<file path="src/rtl/distance_bcd_conv.sv">
// distance_bcd_conv
// Sequential binary-to-BCD converter for the telemetry distance path.
// Converts one bit per clock using shift-and-add-3 (double dabble) into a
// 12-bit scratch of three BCD digits. The result drives three seven-segment
// digit decoders directly.
//
// Optional feature macro: BCD_OVF_FLAG_EN
//   defined     : inputs above 999 produce F,F,F with Ovf=1 (error glyph)
//   not defined : inputs above 999 saturate to 9,9,9 and Ovf is tied to 0

module distance_bcd_conv #(
   parameter int WIDTH = 10
) (
   input  logic             Clk,
   input  logic             nReset,
   input  logic             Start,
   input  logic [WIDTH-1:0] Bin,
   output logic             Busy,
   output logic             Done,
   output logic [3:0]       Bcd2,
   output logic [3:0]       Bcd1,
   output logic [3:0]       Bcd0,
   output logic             Ovf
);

   localparam int CNT_W = (WIDTH > 1) ? $clog2(WIDTH) : 1;
   localparam logic [CNT_W-1:0] CNT_LAST = CNT_W'(WIDTH - 1);

   typedef enum logic [1:0] {
      IDLE  = 2'd0,
      SHIFT = 2'd1,
      DONE  = 2'd2
   } state_t;

   state_t state;
   state_t state_next;

   logic [WIDTH-1:0] shift_reg;
   logic [11:0]      scratch;
   logic [CNT_W-1:0] count;
   logic             ovf_pend;

   logic             accept;
   logic             last_shift;
   logic             ovf_in;
   logic [16:0]      bin_ext;
   logic [11:0]      scratch_adj;
   logic [11:0]      scratch_shifted;
   logic [WIDTH-1:0] shift_next;

   // Add-3 correction for one BCD digit; 4-bit wrap is harmless because
   // only overflowing inputs can push a digit past 9.
   function automatic logic [3:0] adjust_digit(input logic [3:0] d);
      adjust_digit = (d >= 4'd5) ? 4'(d + 4'd3) : d;
   endfunction

   // Decode handshake conditions and the overflow test on the raw input.
   always_comb begin
      accept     = (state == IDLE) && Start;
      last_shift = (state == SHIFT) && (count == '0);
      bin_ext    = 17'(Bin);
      ovf_in     = (bin_ext > 17'd999);
   end

   // One double-dabble step: correct every digit, then shift the combined
   // {scratch, shift_reg} left by one, pulling in the shift register MSB.
   // The carry out of the hundreds digit is intentionally dropped.
   always_comb begin
      scratch_adj     = {adjust_digit(scratch[11:8]),
                         adjust_digit(scratch[7:4]),
                         adjust_digit(scratch[3:0])};
      scratch_shifted = 12'({scratch_adj, shift_reg[WIDTH-1]});
      shift_next      = {shift_reg[WIDTH-2:0], 1'b0};
   end

   // State register.
   always_ff @(posedge Clk or negedge nReset) begin
      if (!nReset) begin
         state <= IDLE;
      end else begin
         state <= state_next;
      end
   end

   // Next-state logic: Start only matters in IDLE, DONE always lasts one cycle.
   always_comb begin
      state_next = state;
      unique case (state)
         IDLE: begin
            if (accept) begin
               state_next = SHIFT;
            end
         end
         SHIFT: begin
            if (last_shift) begin
               state_next = DONE;
            end
         end
         DONE: begin
            state_next = IDLE;
         end
         default: begin
            state_next = IDLE;
         end
      endcase
   end

   // Status outputs decoded from the registered state only.
   always_comb begin
      Busy = 1'b0;
      Done = 1'b0;
      unique case (state)
         IDLE:    Busy = 1'b0;
         SHIFT:   Busy = 1'b1;
         DONE: begin
            Busy = 1'b1;
            Done = 1'b1;
         end
         default: Busy = 1'b0;
      endcase
   end

   // Conversion datapath: load on accept, step once per SHIFT edge.
   always_ff @(posedge Clk or negedge nReset) begin
      if (!nReset) begin
         shift_reg <= '0;
         scratch   <= '0;
         count     <= '0;
         ovf_pend  <= 1'b0;
      end else if (accept) begin
         shift_reg <= Bin;
         scratch   <= '0;
         count     <= CNT_LAST;
         ovf_pend  <= ovf_in;
      end else if (state == SHIFT) begin
         shift_reg <= shift_next;
         scratch   <= scratch_shifted;
         if (count != '0) begin
            count <= count - CNT_W'(1);
         end
      end
   end

`ifdef BCD_OVF_FLAG_EN
   logic ovf_reg;

   // Result register: loads only on the final shift, error glyph on overflow.
   always_ff @(posedge Clk or negedge nReset) begin
      if (!nReset) begin
         Bcd2    <= 4'd0;
         Bcd1    <= 4'd0;
         Bcd0    <= 4'd0;
         ovf_reg <= 1'b0;
      end else if (last_shift) begin
         if (ovf_pend) begin
            Bcd2    <= 4'hF;
            Bcd1    <= 4'hF;
            Bcd0    <= 4'hF;
            ovf_reg <= 1'b1;
         end else begin
            Bcd2    <= scratch_shifted[11:8];
            Bcd1    <= scratch_shifted[7:4];
            Bcd0    <= scratch_shifted[3:0];
            ovf_reg <= 1'b0;
         end
      end
   end

   assign Ovf = ovf_reg;
`else
   // Result register: loads only on the final shift, saturates on overflow.
   always_ff @(posedge Clk or negedge nReset) begin
      if (!nReset) begin
         Bcd2 <= 4'd0;
         Bcd1 <= 4'd0;
         Bcd0 <= 4'd0;
      end else if (last_shift) begin
         if (ovf_pend) begin
            Bcd2 <= 4'd9;
            Bcd1 <= 4'd9;
            Bcd0 <= 4'd9;
         end else begin
            Bcd2 <= scratch_shifted[11:8];
            Bcd1 <= scratch_shifted[7:4];
            Bcd0 <= scratch_shifted[3:0];
         end
      end
   end

   assign Ovf = 1'b0;
`endif

endmodule

</file>
<file path="config.mk">
export PLATFORM = sky130hd
export DESIGN_NAME = distance_bcd_conv
export DESIGN_NICKNAME = d
export VERILOG_FILES = /design/src/rtl/distance_bcd_conv.sv
export SDC_FILE = /design/constraint.sdc
export NUM_CORES = 1
export LEC_CHECK = 0
export ABC_AREA = 1
export CORE_UTILIZATION = 55
export CTS_BUF_LIST = sky130_fd_sc_hd__clkbuf_8
export CTS_CLUSTER_SIZE = 40
export DETAILED_ROUTE_END_ITERATION = 8
export GPL_TIMING_DRIVEN = 0
export PLACE_DENSITY_LB_ADDON = 0.08
export SYNTH_ARGS = -nofsm -noshare
export SYNTH_HDL_FRONTEND = slang
export SYNTH_SLANG_ARGS = --single-unit
</file>
<file path="constraint.sdc">
create_clock -name Clk -period 2.2 [get_ports Clk]
set_input_delay 0.22 -clock Clk [delete_from_list [all_inputs] [get_ports Clk]]
set_output_delay 0.22 -clock Clk [all_outputs]
set_load 0.02 [all_outputs]
</file>
======== Word-level counts from Yosys, hierarchy flattened ========
Cells that the tools add are included.
operators by class
  muxes and demuxes ....................... 18
  add/sub/neg operators ................... 4
  reductions and logical operators ........ 10
  eq/ne operators ......................... 4
  $lt $le $gt $ge ......................... 4
operators with widths
  kind                                                                                 count
  4-bit 2-to-1 mux                                                                     8
  12-bit 2-to-1 mux                                                                    2
  10-bit 2-to-1 mux                                                                    2
  4-bit by 3-bit greater-or-equal comparator with 1-bit output, second input constant  3
  10-bit greater-than comparator, second input constant                                1
  4-bit by 2-bit adder with 4-bit output, second input constant                        2
  4-bit logical NOT                                                                    1
  2-bit 2-to-1 mux                                                                     2
  2-bit inequality test, second input constant                                         2
  2-bit case mux with 2 select lines                                                   1
  2-bit AND reduction                                                                  2
  2-bit nonzero test                                                                   2
  4-bit nonzero test                                                                   1
  4-bit by 1-bit subtractor with 4-bit output, second input constant                   1
  3-bit by 2-bit adder with 3-bit output, second input constant                        1
  3-bit 2-to-1 mux                                                                     1
  2-bit by 1-bit equality test with 1-bit output, second input constant                1
  2-bit equality test, second input constant                                           1
  1-bit logical AND                                                                    2
  2-bit logical NOT                                                                    1
  1-bit 2-to-1 mux                                                                     2
  2-bit OR reduction                                                                   1
storage, ports and cells
  register bits ........................... 41
  input bits .............................. 13
  logic and storage cells ................. 48

======== Depth between registers and ports, before layout ========
Gate-level depths: netlist of run 1.
  depth after elaboration ................. 4
  depth in mapped cells ................... 9
  mapped depth without buffers ............ 9

======== Least setup slack after synthesis of run 1 ========
Ideal clock, no wire load.
  path kind ............................... flip-flop to flip-flop
  start ................................... reg state[0]
  end ..................................... reg shift_reg[5]
  setup slack ............................. 899 ps
  period minus slack after synthesis ...... 1301 ps
  cell stages (with the launch flop) ...... 7
  arrival time ............................ 1163 ps
  setup time .............................. 137 ps
  data required time ...................... 2063 ps
  cells stage by stage .................... dfrtp_1 -> inv_1 -> ha_1 -> nand2_2 -> nand2_1 -> buf_2 -> o221ai_1
between the ends
  cells in the longest elaborated chain, start to end .. 3
RTL lines
  item                                                            RTL line  source
  from (decl)                                                     35        state_t state;
  from (signal assigned)                                          81        state <= state_next;
  2-bit logical NOT                                               59        accept = (state == IDLE) && Start;
  1-bit logical AND                                               59
  10-bit 2-to-1 mux / 2-bit nonzero test (equally long branches)  --
  to (signal assigned)                                            131       shift_reg <= Bin;
  to (signal assigned)                                            136       shift_reg <= shift_next;
  to (decl)                                                       38        logic [WIDTH-1:0] shift_reg;
Parallel ways exist; a longest one is shown, timed or not.
A chain may end at the register's enable or synchronous reset.

======== Worst setup path after layout of run 1 ========
  start ................................... reg state[0]
  end ..................................... out Busy
between the ends
  cells in the longest elaborated chain, start to end .. 3
RTL lines
  item                                                                                          RTL line  source
  2-bit by 1-bit equality test with 1-bit output / 2-bit equality test (equally long branches)  112       unique case (state)
  2-bit OR reduction (no source line) *                                                         --
  1-bit 2-to-1 mux *                                                                            112
  to (decl)                                                                                     18        output logic Busy,
Every way passes the cells marked *; elsewhere a longest branch is shown, timed or not.

==> results of run 1 <==
## stage by stage
step	TNS, ns	util	std cells	total power, uW	hold WS (ns)
finish	0	0.722	332	2890	0.387
global route	0	0.722	332	3140	0.429
CTS	0	0.722	332	2910	0.398
detailed placement	0	0.696	323	2460	0.171
global placement	-5.64	0.692	322	2410	0.463
floorplan	0	-	250	2020	-0.0756
## how the worst min path moves through the flow
stage | from | to | slack, ns | cells past startpoint
6_report | nReset | scratch[6] | 0.39 | 2
5_1_grt | nReset | scratch[5] | 0.43 | 2
4_1_cts | nReset | scratch[6] | 0.40 | 2
3_5_place_dp | nReset | scratch[6] | 0.17 | 1
3_3_place_gp | Bcd0[2] | Bcd0[2] | 0.46 | 2
2_1_floorplan | nReset | Bcd0[0] | -0.08 | 0
## worst reg2reg max path, cell delays in order, from the launching register on
cell and delay [ns]:
dfrtp_1 0.40, inv_1 0.11, ha_1 0.27, inv_1 0.08
nand2_1 0.21, inv_1 0.22, nand2_1 0.12, o211ai_1 0.09
## final cells by class
cell class              count  share of cell area
flip-flops and latches     41               0.410
inverters                  46              0.0690
plain buffers               6              0.0175
clock inverters             3             0.00450
multi-input cells         157               0.335
well taps                  46              0.0230
clock buffers               5              0.0275
repair buffers             28               0.114
## power by group through the flow
stage	clock [uW]	sequential (uW)	combinational [uW]
floorplan	0	1200	818
global placement	0	1130	1280
detailed placement	0	1130	1320
CTS	460	1120	1330
global route	495	1150	1500
finish	452	1120	1320
## layout by cell type, fill, tap and decap left out, types with 2 or more instances in the layout
cell             Yosys  final
o22ai_1              5      5
ha_1                11     11
nand2_1             74     74
o221ai_1             7      7
inv_1               45     48
dfrtp_1             41     41
clkbuf_8             0      5
o21ai_0             14     14
nand4_1              3      3
buf_4                3      3
clkdlybuf4s50_1      0     25
buf_2                2      3
o211ai_1             2      2
nor2_1               6      6
nand3_1             23     23
a22oi_1              4      4
## logic make-up (layout without fill, tap and decap cells)
| kind of cell | count (synthesis) | count (layout) |
|---|---|---|
| AND/OR/NAND/NOR | 110 | 110 |
| buffers and inverters | 52 | 88 |
| flip-flops | 41 | 41 |
| AO/OA/AOI/OAI | 34 | 34 |
| adder cells (fa/ha/maj) | 11 | 11 |
| other | 1 | 1 |
| XOR/XNOR | 1 | 1 |
## repair_timing
item	4_1_cts	5_1_grt
buffers inserted	0	0
endpoints found under the hold margin	16	0
hold buffers	1	0
## routing by layer
layer	track usage	vias to the layer above	share of wire
li1	-	866	-
met1	0.293	793	0.48
met2	0.390	33	0.47
met3	0.0598	2	0.038
met4	0.0824	0	0.0073
met5	0	-	0
==> metrics.csv, run 1 <==
metric;value;unit
PwrDens;1160;nW/um^2
Core Region;3470;um^2
DR pass1 iterations;4;
ranking of synthesized cells by area;dfrtp_1 49%, nand2_1 13%, inv_1 8.1%;
Clock power frac;0.156;
io pins;28;
Post-synth EDFFs;0;
WL per Instance;11.9;um
post-synthesis sequential area ratio;0.493;
Clock Path Buffers;2;
critical path startpoint;state[0];
std cell rows;21;
Routed WL;3970;um
Synth Area in Adders;0.0661;
leakage;0.00130;uW
CTS tree;done;
fmax;549;MHz
footprint of the multi-input gates;838;um^2
Die Y-Extent;63.5;um
synthesized area;2080;um^2
number of flip-flops in the largest register;12;
antenna violations before repair;0;
CP Max Fanout;3;
main flop type after synthesis;dfrtp_1;
status;completed;
Synth top area share;0.493;
Syn Nets;274;
Comb pwr share;0.456;
Worst Hold Class;primary input to async pin;
drt drc;0;
via count;1694;
pre-CTS WS;0.556;ns
Synth Area in Compound Gates;0.106;
worst r2r src;state[1];
Post-synth top cells;74 x nand2_1, 45 x inv_1, 41 x dfrtp_1;
cell family with most CP delay;buffers and inverters;
Netlist cell types;24;
Yosys Warn Count;0;
period utilisation layout;0.828;
Detail Placement HPWL;2970;um
number of global-route vias before repair;1693;
area delta synth->final;20.3;%
Synth Area in XOR/XNOR;0.00421;
Final Hold Vio Count;0;
Net Sw Frac;0.405;
Starting Density;0.600;
DR iter-0 viols;61;
setup slack after layout;0.378;ns
Max IR drop VDD;0.000728;V
Final Cell Area;2500;um^2
Setup Viol. Count Final;0;
Worst Skew;0.00653;ns
flop2flop setup slack;0.58;ns
NetSw;1170;uW
Yosys top cell by area;dfrtp_1;
depth of the CTS H-tree;2;
# nets final;309;
cell with the most instances after synthesis;nand2_1;
CP Data Required Time;1.98;ns
remaining global-route overflow;0;
PortBufs;26;
ANT cells;0;
RSZ-0062 raised after global routing;no;
Async SR Flop Fraction;1.00;
Root Buffer;clkbuf_8;
startpoint types;flip-flop;
reg-to-reg endpoint;shift_reg[3];
post-synthesis mux area share;0;
crit end category;output pin;
via density per instance;5.10;
first-pass GRT wire length;7230;um
synthesized instance count;250;
CTS sink count;41;
Buf+Inv Stages, Crit Path;2;
gr usage total;0.234;
Final Max Tran Viols;0;
routability cong.;0.810;
number of max-cap violations;0;
die area;4030;um^2
FILL cells;280;
post-synthesis simple-gate area fraction;0.225;
Worst Setup EP;Busy;
Max stage delay on crit path;0.59;ns
Detail Route Antenna Nets;0;
Reg power frac;0.388;
critical path cell sequence;inv_1, ha_1, clkdlybuf4s50_1;
number of synthesized register bits;41;
stages on the worst setup path;3;
Setup Crit Path Kind;flip-flop to output pin;
Mean Syn Cell Area;8.32;um^2
cell area after placement;2410;um^2
share of layout cells above drive strength 1;0.0629;
pin count of the biggest net entering global routing;26;
cell depth of the worst flop-to-flop path;7;
clk_lat worst skew;0.29;ns
largest family of logic cells by synthesized area;simple AND/OR/NAND/NOR gates;
CP max stage cell;clkdlybuf4s50_1;
post-CTS resize count;0;
Period minus WS final;1.82;ns
die width;63.5;um
CTS Buf Count;5;
FF/Latch Area;1030;um^2
Pint;1720;uW
Critical Path AT;1.60;ns
Clock transition at path regs;0.07;ns
No activity file was read; power rests on OpenSTA's default activity.
==> inputs of run 2 (changes only) <==
- clock period: 2.2 -> 1.7 ns (I/O delays scaled with it)
==> metrics.csv, run 2 (synthesized netlist as in run 1, its figures left out) <==
metric;value;unit;change
antenna violations before repair;0;;unchanged
drt drc;0;;unchanged
Clock transition at path regs;0.07;ns;about the same
Final Hold Vio Count;0;;unchanged
number of max-cap violations;0;;unchanged
CTS sink count;41;;unchanged
Final Util;0.722;;unchanged
post-layout power;3740;uW;+29%
FILL cells;281;;+0.36%
crit end category;flip-flop;;
period utilisation layout;0.897;;
DR iter-0 viols;67;;+9.8%
depth of the CTS H-tree;2;;unchanged
die area;4030;um^2;unchanged
clk_lat worst skew;0.29;ns;about the same
commonest non-fill, non-tap cell in the layout;nand2_1;;
Worst Hold Class;primary input to async pin;;
flop2flop setup slack;0.17;ns;-0.41 ns
Die Y-Extent;63.5;um;unchanged
Starting Density;0.600;;unchanged
gr usage total;0.234;;-0.000388
number of global-route vias before repair;1689;;-0.24%
Max IR drop VDD;0.000845;V;+16%
std cell rows;21;;unchanged
via count;1680;;-0.83%
CP Data Required Time;1.86;ns;-0.12 ns
cell depth of the worst flop-to-flop path;6;;-1
area delta synth->final;20.3;%;unchanged
share of layout cells above drive strength 1;0.0699;;+0.00699
Worst Skew;0.00757;ns;+0.00104 ns
via density per instance;5.06;;-0.83%
Max stage delay on crit path;0.40;ns;-0.19 ns
number of flip-flops in the largest register;12;;unchanged
io pins;28;;unchanged
setup slack after layout;0.175;ns;-0.203 ns
fmax;656;MHz;
# nets final;309;;unchanged
CTS tree;done;;
die width;63.5;um;unchanged
Detail Route Antenna Nets;0;;unchanged
routability cong.;0.810;;unchanged
Detail Placement HPWL;2970;um;unchanged
first-pass GRT wire length;7220;um;-0.19%
Period minus WS final;1.53;ns;
pre-CTS WS;0.0941;ns;-0.462 ns
remaining global-route overflow;0;;unchanged
Setup Viol. Count Final;0;;unchanged
WL per Instance;12.0;um;+0.25%
DR pass1 iterations;4;;unchanged
reg-to-reg endpoint;shift_reg[5];;
startpoint types;flip-flop;;
most frequent cells in the layout;73 x nand2_1, 47 x inv_1, 41 x dfrtp_1;;
CP max stage cell;dfrtp_1;;
PortBufs;26;;unchanged
PwrDens;1490;nW/um^2;+29%
leakage;0.00131;uW;+0.35%
status;completed;;
Core Region;3470;um^2;unchanged
RSZ-0062 raised after global routing;no;;
cell family with most CP delay;flip-flops;;
CP Max Fanout;10;;+7
worst r2r src;state[1];;
Clock Path Buffers;2;;unchanged
CTS Buf Count;5;;unchanged
Critical Path AT;1.69;ns;+0.09 ns
pin count of the biggest net entering global routing;26;;unchanged
ANT cells;0;;unchanged
Final Max Tran Viols;0;;unchanged
Post-CTS Setup Inserts;0;;unchanged
Buf+Inv Stages, Crit Path;2;;unchanged
Root Buffer;clkbuf_8;;
critical path cell sequence;inv_1, ha_1, nand2_2, nand2_1, buf_2, o221ai_1;;
Setup Crit Path Kind;flip-flop to flip-flop;;
Routed WL;3980;um;+0.25%
## run 2: through the flow
stage / instances / hold slack (ns) / instance area, um^2 / TNS, ns
2_1_floorplan: 250 / -0.126 / 2080 / 0
5_1_grt: 332 / 0.379 / 2500 / 0
4_1_cts: 332 / 0.348 / 2500 / 0
3_3_place_gp: 322 / 0.463 / 2400 / -24.09
3_5_place_dp: 323 / 0.121 / 2410 / 0
6_report: 332 / 0.333 / 2500 / 0
## run 2: where the power goes
part	internal, uW	switching (uW)	total, uW
Clock	274	313	587
Combinational	645	1050	1700
Sequential	1290	157	1450
## run 2: worst max-delay path by stage
stage / slack [ns] / from / depth (start not counted) / to
final: 0.17 / state[1] / 6 / shift_reg[5]
after CTS: 0.08 / state[1] / 7 / shift_reg[3]
after floorplan: 0.40 / state[0] / 6 / shift_reg[5]
after detailed placement: 0.09 / state[0] / 7 / shift_reg[3]
after global placement: -0.59 / nReset / 1 / shift_reg[6]
after global routing: 0.05 / state[0] / 6 / shift_reg[8]
## run 2: repair_timing
item,4_1_cts,5_1_grt
endpoints found under the hold margin,16,0
hold buffers,1,0
cloned,0,0
endpoints found under the setup margin,2,4
gates resized for setup,2,2
pin swaps,0,0
## run 2: per-layer routing
layer  share of wire  vias to the layer above  track usage
met5               0                        -            0
li1                -                      863            -
met4           0.013                        0       0.0824
met2            0.47                       30        0.390
met3           0.038                        6       0.0598
met1            0.48                      781        0.292
## run 2: final cells by class
type / count / area [um^2] / area share
plain buffers: 6 / 43.8 / 0.0175
clock buffers: 5 / 68.8 / 0.0275
clock inverters: 3 / 11.3 / 0.00450
inverters: 46 / 173 / 0.0690
multi-input cells: 157 / 841 / 0.336
flip-flops and latches: 41 / 1030 / 0.410
well taps: 46 / 57.6 / 0.0230
repair buffers: 28 / 283 / 0.113
